<file path="config.mk">
export PLATFORM = sky130hd
export DESIGN_NAME = pipe_ctrl
export DESIGN_NICKNAME = d
export VERILOG_FILES = /design/src/rtl/pipe_ctrl.sv
export SDC_FILE = /design/constraint.sdc
export NUM_CORES = 1
export LEC_CHECK = 0
export BUFFER_PORTS_ARGS = -buffer_cell sky130_fd_sc_hd__buf_2
export CAP_MARGIN = 20
export CORE_ASPECT_RATIO = 1.5
export CORE_UTILIZATION = 32
export DETAILED_ROUTE_END_ITERATION = 7
export PLACE_DENSITY = 0.65
export REMOVE_ABC_BUFFERS = 1
export SLEW_MARGIN = 5
export SYNTH_ARGS = -nofsm -noshare
export SYNTH_HDL_FRONTEND = slang
export SYNTH_SLANG_ARGS = --single-unit
</file>
<file path="constraint.sdc">
create_clock -name clk -period 4.84 [get_ports clk]
set_clock_uncertainty 0.15 [all_clocks]
set_input_delay 0.726 -clock clk [delete_from_list [all_inputs] [get_ports clk]]
set_output_delay 0.726 -clock clk [all_outputs]
set_load 0.05 [all_outputs]
</file>
<file path="src/rtl/pipe_ctrl.sv">
// ---------------------------------------------------------------------------
// pipe_ctrl -- hazard and pipeline control for a 5-stage in-order pipeline.
//
// Decides, every cycle, which pipeline registers hold (stall) and which are
// cleared to bubbles (flush), and whether the PC must be redirected.  A small
// FSM tracks multi-cycle data-memory waits and the one-cycle bubble that
// follows an exception entry or exception return.
//
// Ports
//   clk             single clock, all state updates on posedge
//   rst             asynchronous, active-low reset
//   if_req_stall    fetch side not ready (icache miss)
//   mem_req_stall   data memory not ready for the MEM-stage access
//   ex_is_load      EX-stage instruction is a load
//   ex_rw_en        EX-stage instruction writes a register
//   ex_rw_addr      EX-stage destination register
//   id_rs1_en/rs2_en, id_rs1/rs2   ID-stage source operands
//   br_taken        EX-stage branch/jump needs a redirect
//   excp_valid      MEM-stage exception
//   ertn_valid      MEM-stage exception return
//   stall, flush    per-stage controls: bit0 PC, bit1 IF_ID, bit2 ID_EX,
//                   bit3 EX_MEM, bit4 MEM_WB
//   redirect_valid  PC redirect request
//   redirect_sel    01 branch, 10 exception entry, 11 ertn
//   stall_cnt       saturating count of cycles with stall[0]=1
//
// CNT_RST_VAL is the value stall_cnt takes while reset is asserted; it is
// zero in normal use and only changed to observe saturation quickly.
// ---------------------------------------------------------------------------
module pipe_ctrl #(
    parameter logic [31:0] CNT_RST_VAL = 32'h0000_0000
) (
    input  logic        clk,
    input  logic        rst,
    input  logic        if_req_stall,
    input  logic        mem_req_stall,
    input  logic        ex_is_load,
    input  logic        ex_rw_en,
    input  logic [4:0]  ex_rw_addr,
    input  logic        id_rs1_en,
    input  logic        id_rs2_en,
    input  logic [4:0]  id_rs1,
    input  logic [4:0]  id_rs2,
    input  logic        br_taken,
    input  logic        excp_valid,
    input  logic        ertn_valid,
    output logic [4:0]  stall,
    output logic [4:0]  flush,
    output logic        redirect_valid,
    output logic [1:0]  redirect_sel,
    output logic [31:0] stall_cnt
);

    localparam logic [1:0] S_RUN      = 2'd0;
    localparam logic [1:0] S_MEM_WAIT = 2'd1;
    localparam logic [1:0] S_EXCP     = 2'd2;

    localparam logic [1:0] SEL_NONE   = 2'b00;
    localparam logic [1:0] SEL_BRANCH = 2'b01;
    localparam logic [1:0] SEL_EXCP   = 2'b10;
    localparam logic [1:0] SEL_ERTN   = 2'b11;

    logic [1:0] state;
    logic [1:0] state_nxt;
    logic       load_use;

    // x0 is hard-wired zero, so a load targeting it never creates a hazard.
    assign load_use = ex_is_load && ex_rw_en && (ex_rw_addr != 5'd0) &&
                      ((id_rs1_en && (id_rs1 == ex_rw_addr)) ||
                       (id_rs2_en && (id_rs2 == ex_rw_addr)));

    always_comb begin
        // NOTE: every output gets a default first so no path leaves it
        // unassigned; otherwise synthesis infers latches.
        stall          = 5'b00000;
        flush          = 5'b00000;
        redirect_valid = 1'b0;
        redirect_sel   = SEL_NONE;
        state_nxt      = S_RUN;

        if (!rst) begin
            // Reset clears every stage without waiting for a clock edge.
            flush = 5'b11111;
        end else if (state == S_EXCP) begin
            // One bubble cycle after exception entry/return; inputs ignored.
            flush = 5'b11110;
        end else if ((state == S_MEM_WAIT) && mem_req_stall) begin
            // Memory still busy: freeze everything up to EX_MEM and keep
            // bubbling MEM_WB; no other event may disturb the frozen stages.
            stall     = 5'b01111;
            flush     = 5'b10000;
            state_nxt = S_MEM_WAIT;
        end else if (excp_valid) begin
            flush          = 5'b11110;
            redirect_valid = 1'b1;
            redirect_sel   = SEL_EXCP;
            state_nxt      = S_EXCP;
        end else if (ertn_valid) begin
            flush          = 5'b11110;
            redirect_valid = 1'b1;
            redirect_sel   = SEL_ERTN;
            state_nxt      = S_EXCP;
        end else if (mem_req_stall) begin
            stall     = 5'b01111;
            flush     = 5'b10000;
            state_nxt = S_MEM_WAIT;
        end else if (br_taken) begin
            // The branch squashes the ID instruction, so any load-use hazard
            // it had disappears with it.
            flush          = 5'b00110;
            redirect_valid = 1'b1;
            redirect_sel   = SEL_BRANCH;
        end else if (load_use) begin
            stall = 5'b00011;
            flush = 5'b00100;
        end else if (if_req_stall) begin
            stall = 5'b00001;
            flush = 5'b00010;
        end
    end

    always_ff @(posedge clk or negedge rst) begin
        // NOTE: non-blocking assignments for all registered state so every
        // flop samples the values from before the edge.
        if (!rst) begin
            state     <= S_RUN;
            stall_cnt <= CNT_RST_VAL;
        end else begin
            state <= state_nxt;
            if (stall[0] && (stall_cnt != 32'hFFFF_FFFF))
                stall_cnt <= stall_cnt + 32'd1;
        end
    end

endmodule

</file>
---- Word-level counts from Yosys, hierarchy flattened ----
Cells that the tools add are included.
storage, ports and cells
  register bits after elaboration ......... 34
  output and inout port bits .............. 45
  bits of input ports ..................... 26
  word-level logic and storage cells ...... 55
cells by class
  multiplexer cells ....................... 38
  add/sub/neg operators ................... 1
  equal/unequal tests ..................... 5
  reductions and logical operators ........ 9
operator list
  operator                                                          number
  5-bit two-way mux                                                 7
  32-bit by 1-bit adder with 32-bit output (second input constant)  1
  32-bit != test (second input constant)                            1
  2-bit two-way mux                                                 13
  4-bit two-way mux                                                 5
  1-bit two-way mux                                                 11
  5-bit == test                                                     2
  1-bit logical AND                                                 7
  3-bit two-way mux                                                 2
  5-bit nonzero test                                                1
  2-bit by 1-bit == test with 1-bit output (second input constant)  1
  2-bit == test (second input constant)                             1
  1-bit logical OR                                                  1

---- Longest topological paths before layout ----
  depth in word-level cells ............... 13
  gate-level depth with buffers ........... 8
  gate-level depth less buffers ........... 7

---- Worst setup path before layout ----
No wires, ideal clock.
  path kind ............................... input port to output port
  from .................................... in ex_rw_addr[0]
  to ...................................... out flush[1]
  stages .................................. 5
  setup slack ............................. 1.302 ns
  data arrival time ....................... 2.662 ns
  cells stage by stage .................... or3_1 > o311a_4 > nand2_1 > a21oi_1 > o21ai_0
between the ends
  cells in the longest elaborated chain, start to end .. 12
  elaborated cells between the ends (all ways) .. 16
ends and longest elaborated chain
  item                                  RTL line  text
  start, declared                       39        input logic [4:0] ex_rw_addr,
  5-bit == test (on tied branches)      69, 70
  1-bit logical AND (on tied branches)  69, 70
  1-bit logical OR                      69        ((id_rs1_en && (id_rs1 == ex_rw_addr)) ||
  1-bit logical AND *                   68        assign load_use = ex_is_load && ex_rw_en && (ex_rw_addr != 5'd0) &&
  3-bit two-way mux *                   113       end else if (load_use) begin
  3-bit two-way mux *                   107       end else if (br_taken) begin
  5-bit two-way mux *                   103       end else if (mem_req_stall) begin
  5-bit two-way mux *                   98        end else if (ertn_valid) begin
  5-bit two-way mux *                   93        end else if (excp_valid) begin
  5-bit two-way mux *                   87        end else if ((state == S_MEM_WAIT) && mem_req_stall) begin
  5-bit two-way mux *                   84        end else if (state == S_EXCP) begin
  5-bit two-way mux *                   81        if (!rst) begin
  end, declared                         48        output logic [4:0] flush,
Every way passes the cells marked *; elsewhere a longest branch is shown, timed or not.

---- Worst setup path after layout ----
  from .................................... in ex_rw_addr[0]
  to ...................................... out stall[0]
between the ends
  cells in the longest elaborated chain, start to end .. 12
  elaborated cells between the ends (all ways) .. 16
ends and longest elaborated chain
  item                                  RTL line  text
  5-bit == test (on tied branches)      69, 70
  1-bit logical AND (on tied branches)  69, 70
  1-bit logical OR                      69
  1-bit logical AND *                   68
  2-bit two-way mux *                   113
  2-bit two-way mux *                   107
  4-bit two-way mux *                   103
  4-bit two-way mux *                   98
  4-bit two-way mux *                   93
  4-bit two-way mux *                   87
  4-bit two-way mux *                   84
  5-bit two-way mux *                   81
  end, declared                         47        output logic [4:0] stall,
Marked as above.

==> impl_metrics.py <==
metrics = {
    "synthesis": {
        "yosysWarnings": 0,
        "ys_seq_elements": 34,
        "yosysSeqAreaShare_pct": 42.55,
        "synth_edf_count": 0,
        "synth.distinct_cells": 41,
        "synth_top_flop_cell": "dfrtp_1",
        "synth_area_per_cell_um2": 9.706,
        "synthTopCellsByArea": "dfrtp_1, xor2_1, xnor2_1, nand2_1, nand3_1",
        "syn_area_um2": 1999,
        "synth_top_cell_by_area": "dfrtp_1",
        "synth_top_area_share_pct": 42.55,
        "synth_cells": 206,
        "async_flop_share_pct": 100.0,
    },
    "pwr": {
        "p_leak_nw": 1.302,
        "p_per_area_nw_per_um2": 303.4,
        "max-vdd-ir-drop_uv": 294.1,
    },
    "final_layout": {
        "drive_gt1_share_pct": 31.79,
        "fin_nets": 306,
        "syn_to_final_growth_pct": 24.97,
        "finalNonFillerCells": 352,
        "layout_commonest_cell": "buf_2",
        "diodes": 0,
        "final_cell_mix": "buf_2, dfrtp_1, xor2_1",
    },
    "global_route": {
        "grt_overflow": 0,
        "antenna_found_initial": 0,
        "grtUsageTotal_pct": 15.08,
        "grt_pass1_vias": 1636,
        "grt_start_max_net_pins": 34,
        "grt_pass1_wl_um": 7493,
    },
    "worst_hold_path": {
        "worstHoldPathType": "in2async",
    },
    "placement": {
        "place.gp.congestion": 0.8394,
        "dpl.cell_count": 344,
        "hpwl_um": 3710,
        "io_buffers": 69,
    },
    "cts": {
        "postCtsSetupBuffers": 0,
        "cts_tree": "done",
        "cts_buffers": 5,
        "ctsResizeCount": 0,
        "clk_pin_slew_worst_paths_ns": 0.07,
        "clk_path_buf_depth": 2,
        "holdBufCountCts": 0,
        "clk_latency_ns": 0.29,
        "h-tree-depth": 2,
        "cts_root_buf": "clkbuf_8",
        "clkSinkCount": 34,
    },
    "worst_setup_path": {
        "worst_r2r_endpoint": "stall_cnt[1]",
        "crit_type": "in2out",
        "reg2reg_from": "stall_cnt[21]",
        "arrival_ns": 2.44,
        "rrSetupSlack_ns": 2.25,
        "crit_start": "ex_rw_addr[0]",
        "worstSetupEndpointType": "output port",
        "crit_path_max_fanout": 28,
        "cp-start-kind": "input port",
        "rr_worst_depth": 6,
        "required_ns": 3.96,
    },
    "timing": {
        "holdWs_ns": 0.09809,
        "hold_viol_final": 0,
        "rsz0062_at_grt": "no",
        "tns_ns": 0,
        "tightest_slew_ns": 0.9212,
        "setup_viol": 0,
        "drv_slew": 0,
        "max_slew_margin_pct": 38.36,
        "fin_crit_ns": 3.313,
        "post-route-period-util_pct": 68.46,
        "fmax_mhz": 301.8,
    },
    "route": {
        "drcViolationCount": 0,
        "dr.pass1.iters": 4,
        "wl_per_cell_um": 13.64,
        "wl_um": 4802,
        "drt-initial-drc-count": 42,
        "vias": 1767,
        "avgViaCountPerCell": 5.020,
        "postRouteAntennaNets": 0,
    },
    "die": {
        "core-area_um2": 5913,
        "start_util_pct": 33.81,
        "die_y_um": 98.81,
        "die_w_um": 66.54,
        "dieArea_um2": 6575,
        "ioPinCount": 71,
        "rows": 34,
    },
    "run_status": {
        "status": "completed",
    },
    "job": {
        "drv_cap": 0,
    },
}
==> per-stage QoR <==
| stage | setup WS, ns | utilization (%) | cell area (µm²) | total power [W] |
|---|---|---|---|---|
| 2_1_floorplan | 1.273 | - | 1957 | 0.0004846 |
| 6_report | 1.527 | 42.26 | 2499 | 0.0007581 |
| 3_5_place_dp | 1.509 | 40.71 | 2407 | 0.0005494 |
| 3_3_place_gp | 1.534 | 40.71 | 2407 | 0.0005475 |
| 4_1_cts | 1.511 | 42.26 | 2499 | 0.0007663 |
| 5_1_grt | 1.459 | 42.26 | 2499 | 0.0007934 |
==> sequential cells by signal, summed over array words and instances (netlist names) <==
register and count:
state 2, stall_cnt 32
==> power by group <==
group          switching, W  internal [W]
clock              0.000102      0.000115
combinational      0.000148     0.0000547
sequential        0.0000317      0.000307
total              0.000281      0.000477
==> cell type report <==
cell class | count | area (µm²)
fillers | 593 | 3415
multi-input cells | 160 | 1080
flip-flops and latches | 34 | 850.8
repair buffers | 71 | 360.3
well taps | 72 | 90.09
clock buffers | 7 | 86.33
inverters | 7 | 26.28
clock inverters | 1 | 5.005
==> cell families after synthesis <==
family | synth area share [%]
xor+xnor | 17.96
flops | 42.55
compound gates | 6.321
fa+ha+maj | 0.6257
simple gates | 28.35
other cells | 0.1876
mux | 0.5632
buf+inv | 3.441
==> synthesized netlist by cell type (2+ instances only) <==
cell type and n:
xnor2_1 15, o21ai_0 4, and3_1 8, dfrtp_1 34, xor2_1 26, nor4b_1 2
and2_1 2, nand3_1 14, nand2_1 21, inv_1 6, nor4_1 7, nor3_1 11
nor2_1 14, nand4_1 11, and4_1 2, buf_6 2, a21oi_1 2, buf_4 2
==> critical path: stages <==
cell and delay, ns:
buf_2 0.12, or3_1 0.39, o311a_4 0.33, a32oi_4 0.22, buf_4 0.32, inv_2 0.10
buf_2 0.22
==> worst max-delay path by stage <==
stage | end | slack (ns) | cells past startpoint
6_report | stall[0] | 1.53 | 7
5_1_grt | stall[0] | 1.46 | 7
4_1_cts | stall[0] | 1.51 | 7
3_5_place_dp | stall[0] | 1.51 | 7
3_3_place_gp | stall[0] | 1.53 | 7
2_1_floorplan | stall[2] | 1.27 | 4
==> layer usage <==
layer / GRT usage, % / vias to the layer above / share of wire, %
met5: 0 / - / 0
met4: 5.401 / 0 / 1.4
met3: 3.472 / 6 / 7.0
met2: 27.43 / 69 / 52
met1: 16.43 / 824 / 39
li1: - / 868 / -
Note: power is estimated with default switching activity, not from simulation.
